$ cat src/rtl/calc_stack_engine_pkg.sv
// Shared types for the RPN calculator stack engine: opcode and FSM state encodings.
package calc_pkg;

  typedef enum logic [2:0] {
    OP_ADD  = 3'd0,
    OP_SUB  = 3'd1,
    OP_MUL  = 3'd2,
    OP_AND  = 3'd3,
    OP_OR   = 3'd4,
    OP_XOR  = 3'd5,
    OP_SWAP = 3'd6,
    OP_DROP = 3'd7
  } opcode_t;

  typedef enum logic [2:0] {
    ST_IDLE   = 3'd0,
    ST_ENTRY  = 3'd1,
    ST_EXEC   = 3'd2,
    ST_MUL    = 3'd3,
    ST_PUSHOP = 3'd4
  } state_t;

endpackage

$ cat src/rtl/calc_stack_engine_seq_multiplier.sv
// Signed WIDTH x WIDTH shift-add multiplier. The first partial product is
// taken on the start edge, so done pulses WIDTH cycles after start with the
// full 2*WIDTH product held on the output.
module seq_multiplier #(
  parameter int WIDTH = 8
) (
  input  logic                 clk,
  input  logic                 reset,
  input  logic                 abort,
  input  logic                 start,
  input  logic [WIDTH-1:0]     a,
  input  logic [WIDTH-1:0]     b,
  output logic                 done,
  output logic [2*WIDTH-1:0]   product
);

  localparam int CW = $clog2(WIDTH + 1);

  logic               running;
  logic [2*WIDTH-1:0] acc, mcand;
  logic [WIDTH-1:0]   mplier;
  logic [CW-1:0]      cnt;

  logic [2*WIDTH-1:0] src_acc, src_mcand, add_term, nxt_acc;
  logic [WIDTH-1:0]   src_mplier;
  logic [CW-1:0]      src_cnt, nxt_cnt;

  // One shift-add step; the multiplier MSB carries negative weight, so it subtracts.
  always_comb begin
    src_acc    = start ? '0 : acc;
    src_mcand  = start ? {{WIDTH{a[WIDTH-1]}}, a} : mcand;
    src_mplier = start ? b : mplier;
    src_cnt    = start ? '0 : cnt;
    add_term   = src_mplier[0] ? src_mcand : '0;
    nxt_acc    = (src_cnt == CW'(WIDTH - 1)) ? (src_acc - add_term) : (src_acc + add_term);
    nxt_cnt    = src_cnt + CW'(1);
  end

  // Step registers; reset or abort drops any multiply in flight without a done pulse.
  always_ff @(posedge clk) begin
    if (reset || abort) begin
      running <= 1'b0;
      done    <= 1'b0;
      cnt     <= '0;
      acc     <= '0;
      mcand   <= '0;
      mplier  <= '0;
    end else begin
      done <= 1'b0;
      if (start || running) begin
        acc     <= nxt_acc;
        mcand   <= src_mcand << 1;
        mplier  <= src_mplier >> 1;
        cnt     <= nxt_cnt;
        running <= (nxt_cnt != CW'(WIDTH));
        done    <= (nxt_cnt == CW'(WIDTH));
      end
    end
  end

  assign product = acc;

endmodule

$ cat src/rtl/calc_stack_engine.sv
// RPN calculator engine: decimal entry, DEPTH-deep operand stack, single-cycle
// ALU ops, sequential multiply, sticky error and busy handshake.
module calc_stack_engine
  import calc_pkg::*;
#(
  parameter int WIDTH  = 8,
  parameter int DEPTH  = 4,
  parameter int MUL_EN = 1
) (
  input  logic                         hwclk,
  input  logic                         reset,
  input  logic                         digit_valid,
  input  logic [3:0]                   digit,
  input  logic                         neg,
  input  logic                         enter,
  input  logic                         op_valid,
  input  logic [2:0]                   opcode,
  input  logic                         clear,
  output logic                         busy,
  output logic [WIDTH-1:0]             top,
  output logic                         sign,
  output logic                         o_flag,
  output logic                         err,
  output logic [$clog2(DEPTH+1)-1:0]   depth,
  output logic                         result_ready
);

  localparam int DW = $clog2(DEPTH + 1);
  localparam int IW = $clog2(DEPTH);
  localparam logic [WIDTH-1:0] MAX_POS = {1'b0, {(WIDTH-1){1'b1}}};
  localparam logic [DW-1:0]    FULL    = DW'(DEPTH);

  state_t             state, next_state;
  opcode_t            pend_op, exec_op;
  logic [WIDTH-1:0]   stack [0:DEPTH-1];
  logic [WIDTH-1:0]   entry_mag;
  logic               entry_neg;
  logic [WIDTH-1:0]   entry_val, entry_base;
  logic [WIDTH+3:0]   entry_new;
  logic               entry_active;

  logic [IW-1:0]      top_idx, sec_idx, push_idx;
  logic [WIDTH-1:0]   a_val, b_val, sum, diff, alu_res;
  logic               alu_ovf;
  logic               op_err, op_write, op_swap, op_drop, op_mul;
  logic               ev_enter, ev_op, ev_neg, ev_digit, exec_now;
  state_t             exec_next;

  logic               mul_done, mul_ovf, mul_start;
  logic [2*WIDTH-1:0] mul_product;

  assign top_idx    = IW'(depth - DW'(1));
  assign sec_idx    = IW'(depth - DW'(2));
  assign push_idx   = IW'(depth);
  assign a_val      = stack[sec_idx];
  assign b_val      = stack[top_idx];
  assign sum        = a_val + b_val;
  assign diff       = a_val - b_val;
  assign entry_active = (state == ST_ENTRY);
  assign entry_val  = entry_neg ? ('0 - entry_mag) : entry_mag;
  assign entry_base = entry_active ? entry_mag : '0;
  assign entry_new  = ({4'b0, entry_base} * (WIDTH+4)'(10)) + {{WIDTH{1'b0}}, digit};
  assign mul_ovf    = (mul_product[2*WIDTH-1:WIDTH-1] != {(WIDTH+1){mul_product[WIDTH-1]}});
  assign mul_start  = exec_now && op_mul && !clear;

  // Strobe arbitration: clear beats everything, busy blocks the rest, then enter > op > neg > digit.
  always_comb begin
    ev_enter = !clear && !busy && enter;
    ev_op    = !clear && !busy && !enter && op_valid;
    ev_neg   = !clear && !busy && !enter && !op_valid && neg;
    ev_digit = !clear && !busy && !enter && !op_valid && !neg && digit_valid && (digit <= 4'd9);
    exec_now = (ev_op && !entry_active) || (state == ST_PUSHOP);
    exec_op  = (state == ST_PUSHOP) ? pend_op : opcode_t'(opcode);
  end

  // Operation decode: ALU result, signed overflow and legality against stack depth.
  always_comb begin
    alu_res  = '0;
    alu_ovf  = 1'b0;
    op_err   = 1'b0;
    op_write = 1'b0;
    op_swap  = 1'b0;
    op_drop  = 1'b0;
    op_mul   = 1'b0;
    case (exec_op)
      OP_ADD: begin
        alu_res = sum;
        alu_ovf = (a_val[WIDTH-1] == b_val[WIDTH-1]) && (sum[WIDTH-1] != a_val[WIDTH-1]);
      end
      OP_SUB: begin
        alu_res = diff;
        alu_ovf = (a_val[WIDTH-1] != b_val[WIDTH-1]) && (diff[WIDTH-1] != a_val[WIDTH-1]);
      end
      OP_AND:  alu_res = a_val & b_val;
      OP_OR:   alu_res = a_val | b_val;
      OP_XOR:  alu_res = a_val ^ b_val;
      default: alu_res = '0;
    endcase
    case (exec_op)
      OP_SWAP: begin
        op_swap = (depth >= DW'(2));
        op_err  = (depth <  DW'(2));
      end
      OP_DROP: begin
        op_drop = (depth != '0);
        op_err  = (depth == '0);
      end
      OP_MUL: begin
        op_mul  = (MUL_EN != 0) && (depth >= DW'(2));
        op_err  = !((MUL_EN != 0) && (depth >= DW'(2)));
      end
      default: begin
        op_write = (depth >= DW'(2));
        op_err   = (depth <  DW'(2));
      end
    endcase
    exec_next = op_mul ? ST_MUL : (op_err ? ST_IDLE : ST_EXEC);
  end

  // State register.
  always_ff @(posedge hwclk) begin
    if (reset) state <= ST_IDLE;
    else       state <= next_state;
  end

  // Next-state logic; EXEC is the result pulse cycle and otherwise behaves like IDLE.
  always_comb begin
    next_state = state;
    if (clear) begin
      next_state = ST_IDLE;
    end else begin
      case (state)
        ST_IDLE, ST_EXEC: begin
          next_state = ST_IDLE;
          if (ev_enter)                next_state = ST_IDLE;
          else if (ev_op)              next_state = exec_next;
          else if (ev_neg || ev_digit) next_state = ST_ENTRY;
        end
        ST_ENTRY: begin
          if (ev_enter)   next_state = ST_IDLE;
          else if (ev_op) next_state = (depth == FULL) ? ST_IDLE : ST_PUSHOP;
        end
        ST_PUSHOP: next_state = exec_next;
        ST_MUL:    next_state = mul_done ? ST_EXEC : ST_MUL;
        default:   next_state = ST_IDLE;
      endcase
    end
  end

  // Outputs: busy during multiply and implicit push, entry value shown while editing.
  always_comb begin
    busy         = (state == ST_MUL) || (state == ST_PUSHOP);
    result_ready = (state == ST_EXEC);
    if (entry_active)      top = entry_val;
    else if (depth != '0)  top = stack[top_idx];
    else                   top = '0;
    sign = top[WIDTH-1];
  end

  // Stack, entry register and flags.
  always_ff @(posedge hwclk) begin
    if (reset || clear) begin
      depth     <= '0;
      entry_mag <= '0;
      entry_neg <= 1'b0;
      o_flag    <= 1'b0;
      err       <= 1'b0;
      pend_op   <= OP_ADD;
    end else if (state == ST_MUL) begin
      if (mul_done) begin
        stack[sec_idx] <= mul_product[WIDTH-1:0];
        depth          <= depth - DW'(1);
        o_flag         <= mul_ovf;
      end
    end else if (ev_enter) begin
      entry_mag <= '0;
      entry_neg <= 1'b0;
      if (entry_active) begin
        if (depth != FULL) begin
          stack[push_idx] <= entry_val;
          depth           <= depth + DW'(1);
        end else begin
          err <= 1'b1;
        end
      end else if ((depth == '0) || (depth == FULL)) begin
        err <= 1'b1;
      end else begin
        stack[push_idx] <= stack[top_idx];
        depth           <= depth + DW'(1);
      end
    end else if (ev_op && entry_active) begin
      pend_op   <= opcode_t'(opcode);
      entry_mag <= '0;
      entry_neg <= 1'b0;
      if (depth != FULL) begin
        stack[push_idx] <= entry_val;
        depth           <= depth + DW'(1);
      end else begin
        err <= 1'b1;
      end
    end else if (exec_now) begin
      if (op_err) err <= 1'b1;
      if (op_write) begin
        stack[sec_idx] <= alu_res;
        depth          <= depth - DW'(1);
        o_flag         <= alu_ovf;
      end
      if (op_swap) begin
        stack[sec_idx] <= b_val;
        stack[top_idx] <= a_val;
      end
      if (op_drop) depth <= depth - DW'(1);
    end else if (ev_neg) begin
      if (entry_active) begin
        entry_neg <= ~entry_neg;
      end else begin
        entry_mag <= '0;
        entry_neg <= 1'b1;
      end
    end else if (ev_digit) begin
      if (entry_new > {4'b0, MAX_POS}) begin
        entry_mag <= entry_base;
        o_flag    <= 1'b1;
      end else begin
        entry_mag <= entry_new[WIDTH-1:0];
        o_flag    <= 1'b0;
      end
      if (!entry_active) entry_neg <= 1'b0;
    end
  end

  seq_multiplier #(.WIDTH(WIDTH)) u_mul (
    .clk     (hwclk),
    .reset   (reset),
    .abort   (clear),
    .start   (mul_start),
    .a       (a_val),
    .b       (b_val),
    .done    (mul_done),
    .product (mul_product)
  );

endmodule

$ cat config.mk
export PLATFORM = sky130hd
export DESIGN_NAME = calc_stack_engine
export DESIGN_NICKNAME = d
export VERILOG_FILES = /design/src/rtl/calc_stack_engine_pkg.sv /design/src/rtl/calc_stack_engine_seq_multiplier.sv /design/src/rtl/calc_stack_engine.sv
export SDC_FILE = /design/constraint.sdc
export NUM_CORES = 1
export LEC_CHECK = 0
export BUFFER_PORTS_ARGS = -buffer_cell sky130_fd_sc_hd__buf_4
export CAP_MARGIN = 20
export CORE_UTILIZATION = 50
export CTS_CLUSTER_DIAMETER = 80
export CTS_CLUSTER_SIZE = 30
export DETAILED_ROUTE_END_ITERATION = 16
export GPL_TIMING_DRIVEN = 0
export PLACE_DENSITY = 0.74
export REMOVE_ABC_BUFFERS = 1
export SYNTH_ARGS = -nofsm -noshare
export SYNTH_HDL_FRONTEND = slang
export SYNTH_SLANG_ARGS = --single-unit
$ cat constraint.sdc
create_clock -name hwclk -period 7.68 [get_ports hwclk]
set_clock_uncertainty 0.15 [all_clocks]
set_input_delay 0 -clock hwclk [delete_from_list [all_inputs] [get_ports hwclk]]
set_output_delay 0 -clock hwclk [all_outputs]
set_load 0.02 [all_outputs]
==> results of run 1 <==
[flip-flops by register name (all words and copies together), names as in the netlist, 3 cells and up]
name and flops:
stack 32, pend_op 3, u_mul.mplier 7, state 3, u_mul.cnt 4, depth 3, entry_mag 8, u_mul.product 16
u_mul.mcand 15
[worst max-delay path by stage]
stage	startpoint	end	slack, ns	cells past startpoint
after detailed placement	depth[0]	u_mul.product[15]	0.43	19
after global placement	depth[0]	u_mul.product[15]	0.49	19
after floorplan	depth[0]	u_mul.product[15]	1.80	19
after CTS	depth[0]	u_mul.product[15]	0.40	19
final	depth[0]	u_mul.product[15]	1.0	20
after global routing	depth[1]	u_mul.product[15]	0.58	19
[cells in the mapped netlist (all sizes together) (6+ instances only)]
library cell,instances
nand2,104
nor2,101
a21oi,95
dfxtp,64
o21ai,59
ha,56
mux2i,40
clkbuf,34
inv,33
xnor2,33
edfxtp,32
buf,27
a31oi,26
nor3,26
and2,22
a211oi,21
nand3,18
xor2,18
mux4,14
and3,11
a21o,10
a22o,9
mux2,9
nand2b,9
nor2b,9
nor3b,9
nor4,9
o22ai,9
or3,8
a22oi,7
o31ai,7
o41ai,7
o211ai,6
o21a,6
[power groups by stage]
stage / Sequential [mW] / Clock, mW / Combinational (mW)
after floorplan: 0.539 / 0 / 0.0913
after detailed placement: 0.540 / 0 / 0.135
after global placement: 0.540 / 0 / 0.133
after CTS: 0.528 / 0.512 / 0.140
final: 0.527 / 0.507 / 0.145
after global routing: 0.527 / 0.530 / 0.157
[cell families after synthesis]
family                     after synthesis
muxes                                   63
DFF                                     96
and+or+nand+nor                        348
xor gates and xnor gates                51
buffers and inverters                   96
AOI/OAI and AO/OA                      307
adders and majority gates               61
[final cells by class]
| cell class | count | area (um^2) | share of cell area [%] |
|---|---|---|---|
| multi-input combinational | 830 | 5877 | 63.05 |
| timing repair buffer | 51 | 467.9 | 5.020 |
| tap | 220 | 275.3 | 2.953 |
| clock buffer | 9 | 225.2 | 2.416 |
| clock inverter | 7 | 102.6 | 1.101 |
| inverter | 35 | 131.4 | 1.409 |
| sequential | 96 | 2242 | 24.05 |
[worst max-delay path: stages (launching register included)]
cell and delay (ns):
dfxtp_1 0.59, buf_16 0.21, clkinv_1 0.37, ha_1 0.89
mux4_2 0.58, nand2_1 0.19, and2_1 0.22, a21o_1 0.13
ha_1 0.25, nand3_1 0.13, o41ai_2 0.61, a31oi_4 0.11
xor2_1 0.22, ha_1 0.36, a21oi_1 0.18, o21ai_0 0.14
o41ai_1 0.46, o21ai_0 0.24, a31oi_1 0.25, xnor2_1 0.14
a21oi_1 0.08
[routing by layer]
layer / wire [um] / track usage (%)
met4: 638 / 10.66
met3: 1692 / 4.023
met5: 0 / 0
met1: 10630 / 38.55
met2: 10020 / 38.98
==> summary.md, run 1 <==
| Metric | Value |
|---|---|
| F_max | `0.1496 GHz` |
| Gr usage total | `between 20% and 30%` |
| Unique cell type count in the Yosys netlist | `just over 90` |
| Multiplexer share of the synthesized area | `between 9 and 10%` |
| Status | `finished, final reports clean` |
| Area Overhead vs Synth | `9.190%` |
| XOR/XNOR Fraction of Synth Area | `5.232%` |
| H-tree lvl count | `3` |
| Final core occ | `between 50% and 60%` |
| Simple-gate share of the synthesized area | `20.20%` |
| # nets final | `between 1000 and 1500` |
| Ys Warns | `0` |
| Worst Hold Depth | `4` |
| Overall Power | `1.180 mW` |
| CTS sink cnt | `96` |
| Unrepaired setup endpoints after global routing | `no` |
| Worst slack, placed | `about 0.43 ns` |
| Routed wire length | `roughly 23000 um` |
| Leakage | `~3.5 nW` |
| Clk slew on worst S/H paths | `0.08 ns` |
| DRT antenna net count | `0` |
| Detailed-route DRC error count | `0` |
| Max transition margin | `roughly a quarter` |
| Synth top area share | `around 15%` |
| Post-synthesis adder-cell area fraction | `between 9 and 10%` |
| Net switching power | `between 0.3 and 0.4 mW` |
| Clock power share | `a little over two fifths` |
| Largest net degree at the start of global routing | `77` |
| Register bit total from synthesis | `96` |
| Compound-Gate Fraction of Synth Area | `24.14%` |
| Avg Cell Area, Syn | `between 8 and 9 um^2` |
| Grt total ovfl | `0` |
| Number of global-route vias before repair | `approximately 7100` |
| Hold_buf cts | `13` |
| Post-Layout Cell Count | `roughly 1200` |
| Final cycle utilization of the critical path | `between 80% and 90%` |
| CP max FO | `15` |
| WL/cell | `18.41 um` |
| Sequential fraction of design power | `44.7%` |
| Hold_sp | `digit[3]` |
| Num CTS Buffers | `9` |
| Worst-Margin Slew | `1.121 ns` |
| Fin Hold WS | `roughly 0.0058 ns` |
| Initial antenna violation count | `0` |
| WHS Endpoint | `entry_mag[3]` |
| Ant diodes | `0` |
| Top Ports | `30` |
| CTS max path bufs | `2` |
| Kind of critical path | `flip-flop to flip-flop` |
| Die Height | `approximately 130 um` |
| Worst Slack Setup Final | `between 0.9 and 1 ns` |
| Largest family of logic cells by synthesized area | `compound AO/OA/AOI/OAI gates` |
| Final Hold Viols | `0` |
| Post-synthesis sequential area ratio | `26.26%` |
| CTS tree | `built` |
| First-pass GRT wire length | `~37000 um` |
| Sw Ratio | `26.46%` |
| PwrDens | `roughly 130 nW/um^2` |
| Core area | `around 17000 um^2` |
| Routability Congestion | `0.9492` |
| Area leader, netlist | `dfxtp_1` |
| Reg2reg start | `depth[0]` |
| Proportion of layout cells with a drive suffix above 1 | `approximately 11%` |
| Crit path required time | `around 7.7 ns` |
| Reg2reg setup slack | `between 0.9 and 1 ns` |
| Via Count | `approximately 7900` |
| Worst min-delay path class | `input pin to flip-flop` |
| Synth top area cells | `dfxtp_1 15%, edfxtp_1 11%, ha_1 8.2%` |
| Fin. max-slew vios | `0` |
| Internal power | `0.8677 mW` |
| Max_cap viols | `0` |
| Die ar. | `around 18000 um^2` |
| Vias/cell | `6.319` |
| Most common cell after layout, fill and taps aside | `nand2_1` |
| Final design area excluding fillers | `approximately 9300 um^2` |
| Dpl cells | `~1200` |
| Syn Std Cell Area | `roughly 8500 um^2` |
| Clock Latency Late Sink | `~0.36 ns` |
| Final min period | `about 6.7 ns` |
| VDD IR max | `around 0.00011 V` |
| Filler Cell Count | `between 1500 and 2000` |
| Worst reg2reg endpoint | `u_mul.product[15]` |
| Post-synth EDFFs | `32` |
| Post_cts resized | `0` |
| Site Rows | `47` |
| Asr flop ratio synth | `0%` |
| Ys flop type | `dfxtp_1` |
| Most frequent cells in the layout | `102 x nand2_1, 99 x nor2_1, 94 x a21oi_1` |
| Die W | `around 130 um` |
| Setup crit end kind | `flip-flop` |
| Port bufs | `29` |
| DP Wirelength | `roughly 17000 um` |
| Final setup TNS | `0 ns` |
| Post-CTS Setup Repair Bufs | `0` |
| Logic pwr share | `between 10% and 20%` |
| Post-DP Area | `8825 um^2` |
| Initial core utilization | `approximately 50%` |
| TritonRoute pass-1 iters | `6` |
| Synthesized instance count | `1022` |
| Final setup vio count | `0` |
| Worst Setup Start Kind | `flip-flop` |
| CTS root buf | `clkbuf_16` |
| Worst EP arrival | `roughly 6.8 ns` |
| Initial DRC count | `812` |
| FF-to-FF path depth | `20` |
Note: power is estimated with default switching activity, not from simulation.
==> run 2, diff against run 1 <==
--- a/config.mk
+++ b/config.mk
@@ -12,8 +12,10 @@
 export CTS_CLUSTER_SIZE = 30
 export DETAILED_ROUTE_END_ITERATION = 16
 export GPL_TIMING_DRIVEN = 0
-export PLACE_DENSITY = 0.74
+export PLACE_DENSITY = 0.73
 export REMOVE_ABC_BUFFERS = 1
+export SKIP_LAST_GASP = 1
 export SYNTH_ARGS = -nofsm -noshare
 export SYNTH_HDL_FRONTEND = slang
+export SYNTH_HIERARCHICAL = 1
 export SYNTH_SLANG_ARGS = --single-unit
==> run 2 against run 1 <==
  * Sequential share of layout area fell by 0.077 points
  * Wire length up 0.93%
  * Final area up 0.32%
  * Flip-flop and latch count unchanged
  * Largest power group unchanged
  * Highest routed layer unchanged
==> summary.md, run 2 <==
| Metric | Value |
|---|---|
| Status | `finished, final reports clean` |
| Initial core utilization | `roughly half` |
| Register bit total from synthesis | `96` |
| Asr flop ratio synth | `0%` |
| TritonRoute pass-1 iters | `5` |
| Ys flop type | `dfxtp_1` |
| Worst path max stage delay | `around 0.7 ns` |
| Proportion of layout cells with a drive suffix above 1 | `about an eighth` |
| Site Rows | `47` |
| Avg Cell Area, Syn | `8.459 um^2` |
| Largest net degree at the start of global routing | `30` |
| Area leader, netlist | `dfxtp_1` |
| Initial antenna violation count | `0` |
| CP max-delay cell | `or3b_1` |
| CTS max path bufs | `2` |
| Post-synthesis sequential area ratio | `between 20% and 30%` |
| Syn Std Cell Area | `roughly 8600 um^2` |
| Clk slew on worst S/H paths | `approximately 0.07 ns` |
| CP max FO | `22` |
| Most common cell after layout, fill and taps aside | `nor2_1` |
| Worst reg2reg endpoint | `u_mul/product[15]` |
| Worst-Margin Slew | `~1.1 ns` |
| Unique cell type count in the Yosys netlist | `between 90 and 100` |
| Hold_sp | `clear` |
| DP Wirelength | `16900 um` |
| VDD IR max | `between 0.0001 and 0.00015 V` |
| Worst Hold Depth | `4` |
| Area Overhead vs Synth | `8.697%` |
| Vias/cell | `6.288` |
| Synth top area cells | `dfxtp_1 15%, edfxtp_1 11%, ha_1 8.1%` |
| Routability Congestion | `just under 1` |
| Commonest cells post-synth | `104 x nor2_1, 88 x a21oi_1, 75 x nand2_1` |
| PwrDens | `between 100 and 150 nW/um^2` |
| Crit path required time | `approximately 7.7 ns` |
| CTS sink cnt | `96` |
| Clock Latency Late Sink | `between 0.3 and 0.4 ns` |
| H-tree lvl count | `3` |
| Worst min-delay path class | `input pin to flip-flop` |
| First-pass GRT wire length | `~38000 um` |
| WHS Endpoint | `u_mul/product[13]` |
| Final setup vio count | `0` |
| Synth top area share | `between 10% and 20%` |
| Worst EP arrival | `6.91 ns` |
| Final design area excluding fillers | `9351 um^2` |
| Ant diodes | `0` |
| Reg2reg start | `state[0]` |
| Top-count cell post-synth | `nor2_1` |
| Die Height | `approximately 130 um` |
| Reg2reg setup slack | `between 0.8 and 0.9 ns` |
| Post-CTS Setup Repair Bufs | `0` |
| Unrepaired setup endpoints after global routing | `no` |
| Top Ports | `30` |
| CP Cell Sequence | `or3b_1 -> mux2i_1 -> or3_1 -> nor3_2 -> buf_6 -> buf_6 -> inv_1 -> a32oi_2 -> and3_1 -> and4_1 -> a21oi_1 -> o22a_1 -> ha_1 -> nand2_1 -> or2_2 -> a311oi_1 -> nor2_1 -> a21oi_1 -> xnor2_1 -> a21oi_1` |
| Final Hold Viols | `0` |
| Detailed-route DRC error count | `0` |
| Filler Cell Count | `1526` |
| Die ar. | `about 18000 um^2` |
| Die W | `approximately 130 um` |
| WL/cell | `18.75 um` |
| CTS tree | `built` |
| Kind of critical path | `flip-flop to flip-flop` |
| Core area | `roughly 17000 um^2` |
| Routed wire length | `roughly 23000 um` |
| Number of global-route vias before repair | `7188` |
| Num CTS Buffers | `9` |
| Hold_buf cts | `11` |
| # nets final | `roughly 1100` |
| Post_cts resized | `0` |
| Max FFs per register | `32` |
| Overall Power | `1.202 mW` |
| Post-DP Area | `8906 um^2` |
| Post-Layout Cell Count | `around 1200` |
| Leakage | `about 3.6 nW` |
| Setup crit end kind | `flip-flop` |
| Max transition margin | `between 20% and 30%` |
| Dpl cells | `between 1000 and 1500` |
| Post-synth EDFFs | `32` |
| Top reg by flops | `stack` |
| Ys Warns | `6` |
| FF-to-FF path depth | `20` |
| Via Count | `~8000` |
| Grt total ovfl | `0` |
| Fin Hold WS | `0.04152 ns` |
| CTS root buf | `clkbuf_16` |
| DRT antenna net count | `0` |
| Port bufs | `29` |
| Max_cap viols | `0` |
| Fin. max-slew vios | `0` |
| Synthesized instance count | `1017` |
| Final setup TNS | `0 ns` |
| Final cycle utilization of the critical path | `89.26%` |
| Initial DRC count | `between 800 and 900` |
| F_max | `approximately 0.15 GHz` |
| Worst Setup Start Kind | `flip-flop` |
| Gr usage total | `a little over a quarter` |
| Final min period | `roughly 7 ns` |
| Most frequent cells in the layout | `104 x nor2_1, 88 x a21oi_1, 75 x nand2_1` |
| Worst path most repeated cell | `a21oi_1` |
==> run 2: cell count changes after synthesis, sizes merged, moves of 9 or more <==
cell | before | now
a31oi | 26 | 11
a211oi | 21 | 12
mux2 | 9 | 26
nand2 | 104 | 75
nor2b | 9 | 26
and2 | 22 | 8
o21ai | 59 | 49
==> run 2: cell families after synthesis <==
logic type | count (synthesis) | synth area share, %
AOI/OAI and AO/OA | 280 | 21.95
adders and majority gates | 61 | 9.191
buffers and inverters | 108 | 5.570
muxes | 82 | 12.23
DFF | 96 | 26.06
and+or+nand+nor | 340 | 19.91
xor gates and xnor gates | 50 | 5.090
==> run 2: how the worst max path moves through the flow <==
stage / slack [ns] / from / endpoint
6_report: 0.82 / state[0] / u_mul/product[15]
5_1_grt: 0.44 / state[0] / u_mul/product[13]
4_1_cts: 0.91 / state[0] / u_mul/product[15]
3_5_place_dp: 0.96 / state[0] / u_mul/product[15]
3_3_place_gp: -4.23 / state[0] / u_mul/product[15]
2_1_floorplan: -1.08 / state[0] / u_mul/product[13]
==> run 2: metal layers <==
layer	global-route usage [%]	wire, um	up-vias
met5	0	0	-
met4	11.11	620	0
met3	3.577	1496	52
met2	42.03	10480	284
met1	37.20	10590	3715
li1	-	-	3727
==> run 2: final cells by class <==
cell class	count	area (um^2)	area share, %
Inverter	42	157.7	1.686
Clock inverter	7	110.1	1.177
Multi-Input combinational cell	813	5887	62.95
Timing Repair Buffer	50	454.2	4.857
Sequential cell	96	2242	23.98
Clock buffer	9	225.2	2.408
Tap cell	220	275.3	2.944
==> run 2: stage by stage <==
step | utilization [%] | setup WS (ns)
finish | 55.99 | 0.8249
detailed placement | 53.33 | 0.9581
floorplan | - | -1.081
CTS | 55.99 | 0.9064
global route | 55.99 | 0.4351
global placement | 52.54 | -4.227
==> run 2: report_power, final <==
part	internal [mW]	total [mW]	switching, mW
Clock	0.293	0.515	0.222
Sequential	0.524	0.529	0.00481
Combinational	0.0605	0.158	0.0974
Total	0.877	1.20	0.325
==> run 2: worst max-delay path, delay by kind of cell (launching register included) <==
family          cells  cell delay (ns)
buf+inv             3             0.72
simple gates        8             2.89
compound gates      6             1.34
flops               1             0.65
mux                 1             0.40
xor+xnor            1             0.15
fa+ha+maj           1             0.38
